**src/rtl/random_pulse_scheduler_pkg.sv**
```systemverilog
// Shared types and constants for the random pulse scheduler: FSM states, LFSR
// taps and seed, datapath widths and the gap arithmetic.
package rpg_pkg;

  localparam int RPG_LFSR_W  = 16;
  localparam int RPG_CNT_W   = 8;
  localparam int RPG_GAP_W   = 9;
  localparam int RPG_WIDTH_W = 4;
  localparam int RPG_BYTE_W  = 8;

  localparam logic [RPG_LFSR_W-1:0] RPG_LFSR_TAPS    = 16'hB400;
  localparam logic [RPG_LFSR_W-1:0] RPG_SEED_DEFAULT = 16'h0001;

  typedef enum logic [1:0] {
    IDLE,
    GAP,
    PULSE,
    DONE
  } rpg_state_t;

  // Nine bits so that gap_min plus the masked random byte never wraps.
  function automatic logic [RPG_GAP_W-1:0] rpgGapValue(
    input logic [RPG_BYTE_W-1:0] gapMin,
    input logic [RPG_BYTE_W-1:0] gapMask,
    input logic [RPG_BYTE_W-1:0] lfsrLow
  );
    return {1'b0, gapMin} + {1'b0, (lfsrLow & gapMask)};
  endfunction

  function automatic logic [RPG_WIDTH_W-1:0] rpgEffWidth(input logic [RPG_WIDTH_W-1:0] w);
    return (w == '0) ? RPG_WIDTH_W'(1) : w;
  endfunction

endpackage

```
**src/rtl/random_pulse_scheduler_if.sv**
```systemverilog
// Control/status bundle between the wrapper I/O and the scheduler; the
// scheduler takes the slave side.
interface random_pulse_scheduler_if
  import rpg_pkg::*;
#(
  parameter int CNT_W = RPG_CNT_W
);

  logic                     ena;
  logic                     start;
  logic                     abort;
  logic                     seed_load;
  logic [RPG_LFSR_W-1:0]    seed;
  logic [CNT_W-1:0]         burst_len;
  logic [RPG_WIDTH_W-1:0]   pulse_width;
  logic [RPG_BYTE_W-1:0]    gap_min;
  logic [RPG_BYTE_W-1:0]    gap_mask;
  logic                     pulse;
  logic                     busy;
  logic                     done;
  logic [CNT_W-1:0]         pulse_count;
  logic [RPG_LFSR_W-1:0]    lfsr_q;

  modport master (
    output ena, start, abort, seed_load, seed, burst_len, pulse_width, gap_min, gap_mask,
    input  pulse, busy, done, pulse_count, lfsr_q
  );

  modport slave (
    input  ena, start, abort, seed_load, seed, burst_len, pulse_width, gap_min, gap_mask,
    output pulse, busy, done, pulse_count, lfsr_q
  );

endinterface

```
**src/rtl/random_pulse_scheduler_lfsr.sv**
```systemverilog
// 16-bit right-shifting Galois LFSR; a zero seed is replaced by the default so
// the all-zero lock-up state can never be entered.
module rpg_lfsr
  import rpg_pkg::*;
(
  input  logic                  clk_i,
  input  logic                  rst_ni,
  input  logic                  ena_i,
  input  logic                  load_i,
  input  logic [RPG_LFSR_W-1:0] seed_i,
  output logic [RPG_LFSR_W-1:0] q_o
);

  logic [RPG_LFSR_W-1:0] lfsr_q, lfsr_d;

  always_comb begin
    lfsr_d = lfsr_q;
    if (ena_i) begin
      if (load_i) begin
        lfsr_d = (seed_i == '0) ? RPG_SEED_DEFAULT : seed_i;
      end else begin
        lfsr_d = (lfsr_q >> 1) ^ (lfsr_q[0] ? RPG_LFSR_TAPS : '0);
      end
    end
  end

  always_ff @(posedge clk_i or negedge rst_ni) begin
    if (!rst_ni) begin
      lfsr_q <= RPG_SEED_DEFAULT;
    end else begin
      lfsr_q <= lfsr_d;
    end
  end

  assign q_o = lfsr_q;

endmodule

```
**src/rtl/random_pulse_scheduler.sv**
```systemverilog
// Burst sequencer: after start, emits burst_len pulses of a fixed width, each
// preceded by a gap of gap_min plus a masked LFSR byte.
module random_pulse_scheduler
  import rpg_pkg::*;
#(
  parameter int LFSR_W = RPG_LFSR_W,
  parameter int CNT_W  = RPG_CNT_W
)(
  input  logic                     clk,
  input  logic                     rst_n,
  random_pulse_scheduler_if.slave  bus
);

  rpg_state_t               state_q, state_d;
  logic                     pulse_q, pulse_d;
  logic [CNT_W-1:0]         pulseCount_q, pulseCount_d;
  logic [CNT_W-1:0]         burstLen_q, burstLen_d;
  logic [RPG_GAP_W-1:0]     gapCnt_q, gapCnt_d;
  logic [RPG_WIDTH_W-1:0]   widthCnt_q, widthCnt_d;
  logic [RPG_WIDTH_W-1:0]   width_q, width_d;
  logic [RPG_BYTE_W-1:0]    gapMin_q, gapMin_d;
  logic [RPG_BYTE_W-1:0]    gapMask_q, gapMask_d;

  logic [LFSR_W-1:0]        lfsrQ;
  logic                     seedLoad;
  logic [CNT_W-1:0]         countInc;

  assign seedLoad = bus.ena && bus.seed_load && (state_q == IDLE);
  assign countInc = pulseCount_q + CNT_W'(1);

  rpg_lfsr u_lfsr (
    .clk_i  (clk),
    .rst_ni (rst_n),
    .ena_i  (bus.ena),
    .load_i (seedLoad),
    .seed_i (bus.seed),
    .q_o    (lfsrQ)
  );

  // With ena low nothing moves, so a pulse in flight stretches rather than ends early.
  always_comb begin
    state_d      = state_q;
    pulse_d      = pulse_q;
    pulseCount_d = pulseCount_q;
    burstLen_d   = burstLen_q;
    gapCnt_d     = gapCnt_q;
    widthCnt_d   = widthCnt_q;
    width_d      = width_q;
    gapMin_d     = gapMin_q;
    gapMask_d    = gapMask_q;

    if (bus.ena) begin
      if (state_q != IDLE && bus.abort) begin
        state_d = IDLE;
        pulse_d = 1'b0;
      end else begin
        unique case (state_q)
          IDLE: begin
            if (!bus.seed_load && bus.start) begin
              burstLen_d   = bus.burst_len;
              width_d      = rpgEffWidth(bus.pulse_width);
              gapMin_d     = bus.gap_min;
              gapMask_d    = bus.gap_mask;
              pulseCount_d = '0;
              if (bus.burst_len == '0) begin
                state_d = DONE;
              end else begin
                gapCnt_d = rpgGapValue(bus.gap_min, bus.gap_mask, lfsrQ[RPG_BYTE_W-1:0]);
                state_d  = GAP;
              end
            end
          end
          GAP: begin
            if (gapCnt_q == '0) begin
              state_d    = PULSE;
              pulse_d    = 1'b1;
              widthCnt_d = width_q - 4'd1;
            end else begin
              gapCnt_d = gapCnt_q - 9'd1;
            end
          end
          PULSE: begin
            if (widthCnt_q == '0) begin
              pulse_d      = 1'b0;
              pulseCount_d = countInc;
              if (countInc == burstLen_q) begin
                state_d = DONE;
              end else begin
                gapCnt_d = rpgGapValue(gapMin_q, gapMask_q, lfsrQ[RPG_BYTE_W-1:0]);
                state_d  = GAP;
              end
            end else begin
              widthCnt_d = widthCnt_q - 4'd1;
            end
          end
          DONE: begin
            state_d = IDLE;
          end
          default: begin
            state_d = IDLE;
          end
        endcase
      end
    end
  end

  always_ff @(posedge clk or negedge rst_n) begin
    if (!rst_n) begin
      state_q      <= IDLE;
      pulse_q      <= 1'b0;
      pulseCount_q <= '0;
      burstLen_q   <= '0;
      gapCnt_q     <= '0;
      widthCnt_q   <= '0;
      width_q      <= '0;
      gapMin_q     <= '0;
      gapMask_q    <= '0;
    end else begin
      state_q      <= state_d;
      pulse_q      <= pulse_d;
      pulseCount_q <= pulseCount_d;
      burstLen_q   <= burstLen_d;
      gapCnt_q     <= gapCnt_d;
      widthCnt_q   <= widthCnt_d;
      width_q      <= width_d;
      gapMin_q     <= gapMin_d;
      gapMask_q    <= gapMask_d;
    end
  end

  assign bus.pulse       = pulse_q;
  assign bus.busy        = (state_q != IDLE);
  assign bus.done        = (state_q == DONE);
  assign bus.pulse_count = pulseCount_q;
  assign bus.lfsr_q      = lfsrQ;

endmodule

```
**src/flat_wrapper.sv**
```systemverilog
// flat-port wrapper written by rule: the top's interface ports become plain ports
module random_pulse_scheduler_flat import rpg_pkg::*;
#(
  parameter int LFSR_W = RPG_LFSR_W,
  parameter int CNT_W  = RPG_CNT_W
)
  (clk, rst_n, bus_ena, bus_start, bus_abort, bus_seed_load, bus_seed, bus_burst_len, bus_pulse_width, bus_gap_min, bus_gap_mask, bus_pulse, bus_busy, bus_done, bus_pulse_count, bus_lfsr_q);
  random_pulse_scheduler_if #(.CNT_W(CNT_W)) bus_i ();
  input  logic clk;
  input  logic rst_n;
  input wire logic [$bits(bus_i.ena)-1:0] bus_ena;
  input wire logic [$bits(bus_i.start)-1:0] bus_start;
  input wire logic [$bits(bus_i.abort)-1:0] bus_abort;
  input wire logic [$bits(bus_i.seed_load)-1:0] bus_seed_load;
  input wire logic [$bits(bus_i.seed)-1:0] bus_seed;
  input wire logic [$bits(bus_i.burst_len)-1:0] bus_burst_len;
  input wire logic [$bits(bus_i.pulse_width)-1:0] bus_pulse_width;
  input wire logic [$bits(bus_i.gap_min)-1:0] bus_gap_min;
  input wire logic [$bits(bus_i.gap_mask)-1:0] bus_gap_mask;
  output wire logic [$bits(bus_i.pulse)-1:0] bus_pulse;
  output wire logic [$bits(bus_i.busy)-1:0] bus_busy;
  output wire logic [$bits(bus_i.done)-1:0] bus_done;
  output wire logic [$bits(bus_i.pulse_count)-1:0] bus_pulse_count;
  output wire logic [$bits(bus_i.lfsr_q)-1:0] bus_lfsr_q;
  assign bus_i.ena = bus_ena;
  assign bus_i.start = bus_start;
  assign bus_i.abort = bus_abort;
  assign bus_i.seed_load = bus_seed_load;
  assign bus_i.seed = bus_seed;
  assign bus_i.burst_len = bus_burst_len;
  assign bus_i.pulse_width = bus_pulse_width;
  assign bus_i.gap_min = bus_gap_min;
  assign bus_i.gap_mask = bus_gap_mask;
  assign bus_pulse = bus_i.pulse;
  assign bus_busy = bus_i.busy;
  assign bus_done = bus_i.done;
  assign bus_pulse_count = bus_i.pulse_count;
  assign bus_lfsr_q = bus_i.lfsr_q;
  random_pulse_scheduler #(.LFSR_W(LFSR_W), .CNT_W(CNT_W)) u_core (.clk(clk), .rst_n(rst_n), .bus(bus_i));
endmodule
```
**config.mk**
```make
export PLATFORM = sky130hd
export DESIGN_NAME = random_pulse_scheduler_flat
export DESIGN_NICKNAME = d
export VERILOG_FILES = /design/src/rtl/random_pulse_scheduler_pkg.sv /design/src/rtl/random_pulse_scheduler_if.sv /design/src/rtl/random_pulse_scheduler_lfsr.sv /design/src/rtl/random_pulse_scheduler.sv /design/src/flat_wrapper.sv
export SDC_FILE = /design/constraint.sdc
export NUM_CORES = 1
export LEC_CHECK = 0
export BUFFER_PORTS_ARGS = -buffer_cell sky130_fd_sc_hd__buf_2
export CAP_MARGIN = 0
export CORE_ASPECT_RATIO = 0.8
export CORE_MARGIN = 2
export CORE_UTILIZATION = 40
export CTS_BUF_LIST = sky130_fd_sc_hd__clkbuf_4
export DETAILED_ROUTE_END_ITERATION = 10
export SLEW_MARGIN = 15
export SYNTH_ARGS = -nofsm -noshare
export SYNTH_HDL_FRONTEND = slang
export SYNTH_HIERARCHICAL = 1
export SYNTH_SLANG_ARGS = --single-unit
```
**constraint.sdc**
```tcl
create_clock -name clk -period 3.3 [get_ports clk]
set_input_delay 0.99 -clock clk [delete_from_list [all_inputs] [get_ports clk]]
set_output_delay 0.99 -clock clk [all_outputs]
set_load 0.01 [all_outputs]
```
Word level (Yosys, flattened, before mapping)
Cells that the tools add are included.
W data, S select, Z words.

word-level totals
  register bits after elaboration = 68
  input bits = 50
  output and inout bits = 27

operators by class
  bitwise logic cells = 4
  multiplexer cells = 27
  $add $sub $neg = 6
  equality and inequality tests = 14
  reductions and logical operators = 22

operators with widths
  cell                   count
  $mux W16               3
  $mux W9                5
  $pmux W9 S3            1
  $add A8 B8 Y9          2
  $and A8 B8 Y8          2
  $logic_not A16 Y1      1
  $mux W8                2
  $pmux W8 S2            1
  $xor A15 B16 Y16       1
  $mux W2                6
  $mux W4                3
  $reduce_and A4 Y1      3
  $ne A2 B2 Y1 const B   5
  $reduce_and A5 Y1      2
  $logic_not A9 Y1       1
  $sub A9 B1 Y9 const B  1
  $add A8 B1 Y8 const B  1
  $eq A8 B8 Y1           1
  $logic_not A4 Y1       2
  $logic_not A8 Y1       1
  $pmux W2 S4            1
  $pmux W4 S2            1
  $reduce_and A8 Y1      1
  $sub A4 B1 Y4 const B  2
  13 further kinds       24

Logic depth before layout (Yosys ltp)
  depth after elaboration = 6
  gate-level depth with buffers = 11
  depth with buffers taken out = 11

Modules after synthesis
Netlist, hierarchy kept.

by module, submodules not included
  module                  area each (um2)  instances  cells an instance  seq. area each (um2)
  random_pulse_scheduler  3,621.0          1          366                1,301.2
  rpg_lfsr                830.8            1          80                 401.6

Worst setup path before layout
No wires, ideal clock.

  kind = input to register
  start point = input bus_gap_mask[0]
  end point = register u_core.gapCnt_q[8]
  data required time = 3.164 ns
  arrival = 2.594 ns
  stages on the path = 9
  setup slack = 0.570 ns
  buffers on the path = 0
  cell sequence = and2_1 > ha_1 > fa_1 > a21o_1 > a21oi_1 > o21ai_0 > a31oi_1 > nand3b_1 > o311ai_1

between the ends
  longest elaborated chain between the ends = 5

RTL lines
  element               line                              source
  start, declared       flat_wrapper.sv:19                input wire logic [$bits(bus_i.gap_mask)-1:0] bus_gap_mask;
  $and A8 B8 Y8         random_pulse_scheduler_pkg.sv:27  return {1'b0, gapMin} + {1'b0, (lfsrLow & gapMask)};
  $add A8 B8 Y9         random_pulse_scheduler_pkg.sv:27
  $mux W9               random_pulse_scheduler.sv:65      if (bus.burst_len == '0) begin
  $mux W9               random_pulse_scheduler.sv:59      if (!bus.seed_load && bus.start) begin
  $pmux W9 S3           random_pulse_scheduler.sv:57      unique case (state_q)
  end signal, assigned  random_pulse_scheduler.sv:123     gapCnt_q <= gapCnt_d;
  end, declared         random_pulse_scheduler.sv:18      logic [RPG_GAP_W-1:0] gapCnt_q, gapCnt_d;

Every way passes these cells. The select of a mux whose other input is x is not followed.
A chain may end at the register's enable or synchronous reset.

Final worst setup path
  start point = register u_core.u_lfsr.lfsr_q[0] (netlist: u_core/u_lfsr/q_o[0])
  end point = register u_core.gapCnt_q[6]

between the ends
  longest elaborated chain between the ends = 5
  elaborated cells on any way between the ends = 9
  those cells by class = 2 x add/sub; 5 x mux; 2 x bitwise

RTL lines
  element                            line                                                        source
  start, declared                    random_pulse_scheduler_lfsr.sv:14                           logic [RPG_LFSR_W-1:0] lfsr_q, lfsr_d;
  start signal, assigned             random_pulse_scheduler_lfsr.sv:31                           lfsr_q <= lfsr_d;
  $and A8 B8 Y8                      random_pulse_scheduler_pkg.sv:27
  $add A8 B8 Y9                      random_pulse_scheduler_pkg.sv:27
  $mux W9, on equally long branches  random_pulse_scheduler.sv:86, random_pulse_scheduler.sv:65
  $mux W9, on equally long branches  random_pulse_scheduler.sv:83, random_pulse_scheduler.sv:59
  $pmux W9 S3 (*)                    random_pulse_scheduler.sv:57

Mark *: on every way between the ends. The rest lies on a longest branch, timed or not. The select of a mux whose other input is x is not followed.

==> results.txt <==
outcome = finished clean
Initial DRC Count = 171
vias in the first global route = 3578
ANT nets after route = 0
CP required = 3620 ps
Total Wirelength = 10700 um
Post-synth EDFFs = 0
H-tree depth = 3
CP endpoint kind = flop
CTS Hold Bufs = 0
Root Buffer = clkbuf_4
Finished Core Util = 0.472
Fin. Hold Viols = 0
largest net degree at the start of global routing = 38
P per Cell Area = 829 nW/um^2
setup TNS = 0 ps
DP Wirelength = 8280 um
clock skew = 14.2 ps
ys async rst share = 1.00
CTS max path bufs = 2
TritonCTS buffer count = 9
most common cell after layout, fill and taps aside = buf_2
Worst Path Class, Setup = reg2reg
starting density of the core = 0.410
Yosys cell types = 67
Clock transition at path regs = 110 ps
total iterations of the first detailed-routing run = 4
Synth Instances = 446
gp weighted congestion = 0.825
antenna violations before repair = 0
clk_lat worst skew = 430 ps
die width = 122 um
Syn Nets = 522
hold slack = 511 ps
Die Y = 98.4 um
layout cell share with drive strength beyond 1 = 0.301
top-level port count = 77
Die ar. = 12000 sq um
leakage dissipation = 0.00223 uW
largest cells by area after synthesis = dfrtp_1 (38%), mux2_2 (7.8%), ha_1 (6.7%), mux2i_1 (3.8%), xnor2_1 (3.5%)
GRT overflow = 0
Tmin final = 2680 ps
CTS resizes = 0
Final nets = 600
VDD IR-drop max = 0.000392 V
RSZ-0062 raised after global routing = no
largest fanout on the critical path = 8
#FFs+latches synth = 68
Max Slew Vio Count = 0
Worst Max-Slew Pin Slew = 591 ps
Core ar. = 10800 sq um
Startpoint Class = flop
Yosys top cell area share = 0.377
vias per cell = 5.31
DP Area = 4990 sq um
Antenna diodes = 0
Tot GR Track Use = 0.189
Port Buf Inserts = 76
row count = 34
# DRC = 0
routed vias = 3576
clk sinks = 68
worst min path class = reg2reg
Post-CTS Setup Bufs = 0
syn_area_per_cell = 9.98 sq um
MaxCap Viol Count = 0
Syn Std Cell Area = 4450 sq um
setup violators final = 0
WP data arrival = 3000 ps
final instance area = 5120 sq um
first-pass GRT wire length = 17800 um
CTS tree = yes
top cell type by total area after synthesis = dfrtp_1
sequential area share after synthesis = 0.383
Syn. warnings = 6
Avg WL per Cell = 15.9 um
Worst slew margin = 0.606
fin crit share = 0.813
most frequent cells in the layout = buf_2 (76), dfrtp_1 (67), nand2_1 (37)
Fmax = 0.373 GHz
top_reg_cell synth = dfrtp_1
synth-to-layout area growth = 15.0%
-- path summary, 6_finish.rpt --
check	from	endpoint	slack, ps	cells after the start
worst max register to register	u_core/u_lfsr/q_o[0]	u_core/gapCnt_q[6]	620	11
min in group asynchronous	rst_n	u_core/burstLen_q[2]	520	1
worst min-delay path	u_core/gapMask_q[4]	u_core/gapMask_q[4]	510	1
worst max-delay path	u_core/u_lfsr/q_o[0]	u_core/gapCnt_q[6]	620	11
worst min register to register	u_core/gapMask_q[4]	u_core/gapMask_q[4]	510	1
max in group asynchronous	rst_n	u_core/gapCnt_q[3]	1990	2
-- per-layer routing --
| layer | global-route usage | up-vias | wire [um] |
|---|---|---|---|
| li1 | - | 1768 | - |
| met1 | 0.267 | 1723 | 5280 |
| met2 | 0.281 | 75 | 4800 |
| met3 | 0.0537 | 10 | 456 |
| met4 | 0.0592 | 0 | 148 |
| met5 | 0 | - | 0 |
-- critical path, stage by stage (launching register included) --
cell and delay, ps:
dfstp_2 640, and2_1 170, ha_1 200, inv_1 70, fa_1 400, nor2b_1 140, o21ai_0 170, a21oi_1 250
xnor2_1 170, o22ai_1 110, a21oi_1 190, a21oi_2 70
-- where the power goes --
part	leakage (uW)	total [uW]	internal [uW]	switching (uW)
Clock	0.0000712	534	232	302
Sequential	0.000813	1500	1180	311
Combinational	0.00135	2210	1040	1170
Total	0.00223	4240	2460	1780
-- sequential cells by signal, indices dropped and copies added (netlist names), 4 cells and up --
register                count
u_core/bus.pulse_count      8
u_core/gapCnt_q             9
u_core/burstLen_q           8
u_core/u_lfsr/q_o          16
u_core/gapMin_q             8
u_core/gapMask_q            8
u_core/width_q              4
u_core/widthCnt_q           4
-- logic make-up (layout without fill, tap and decap cells) --
family                     count (synthesis)  in the layout  share of synthesized area
AOI/OAI and AO/OA                        104            104                      0.160
xor gates and xnor gates                  31             31                     0.0610
adders and majority gates                 26             26                     0.0764
buffers and inverters                     29            112                     0.0309
DFF                                       68             68                      0.383
muxes                                     50             50                      0.123
and+or+nand+nor                          138            138                      0.165
-- Yosys cell counts, types with 5 or more instances --
library cell  instances
a21oi_1              28
and2_1               15
clkbuf_1              9
dfrtp_1              67
ha_1                 24
inv_1                 8
mux2_2               31
mux2i_1              17
nand2_1              37
nand2b_1              5
nand3_1               5
nor2_1               28
nor2b_1               6
nor3_1               11
o211ai_1              6
o21ai_0              27
o22ai_1               6
xnor2_1              18
xor2_1               13
-- per-stage QoR --
stage | setup slack [ps] | power, uW | instances
2_1_floorplan | 570 | 3120 | 446
3_3_place_gp | 292 | 3640 | 657
3_5_place_dp | 206 | 3720 | 657
4_1_cts | 606 | 4290 | 673
5_1_grt | 395 | 4630 | 673
6_report | 617 | 4240 | 673
-- cell type report --
cell class	count	area, sq um
flip-flops and latches	68	1700
clock buffers	10	75.1
inverters	10	37.5
clock inverters	6	55.1
well taps	144	180
multi-input cells	349	2610
repair buffers	86	455
fillers	1069	5730
(Power assumes the default switching activity.)
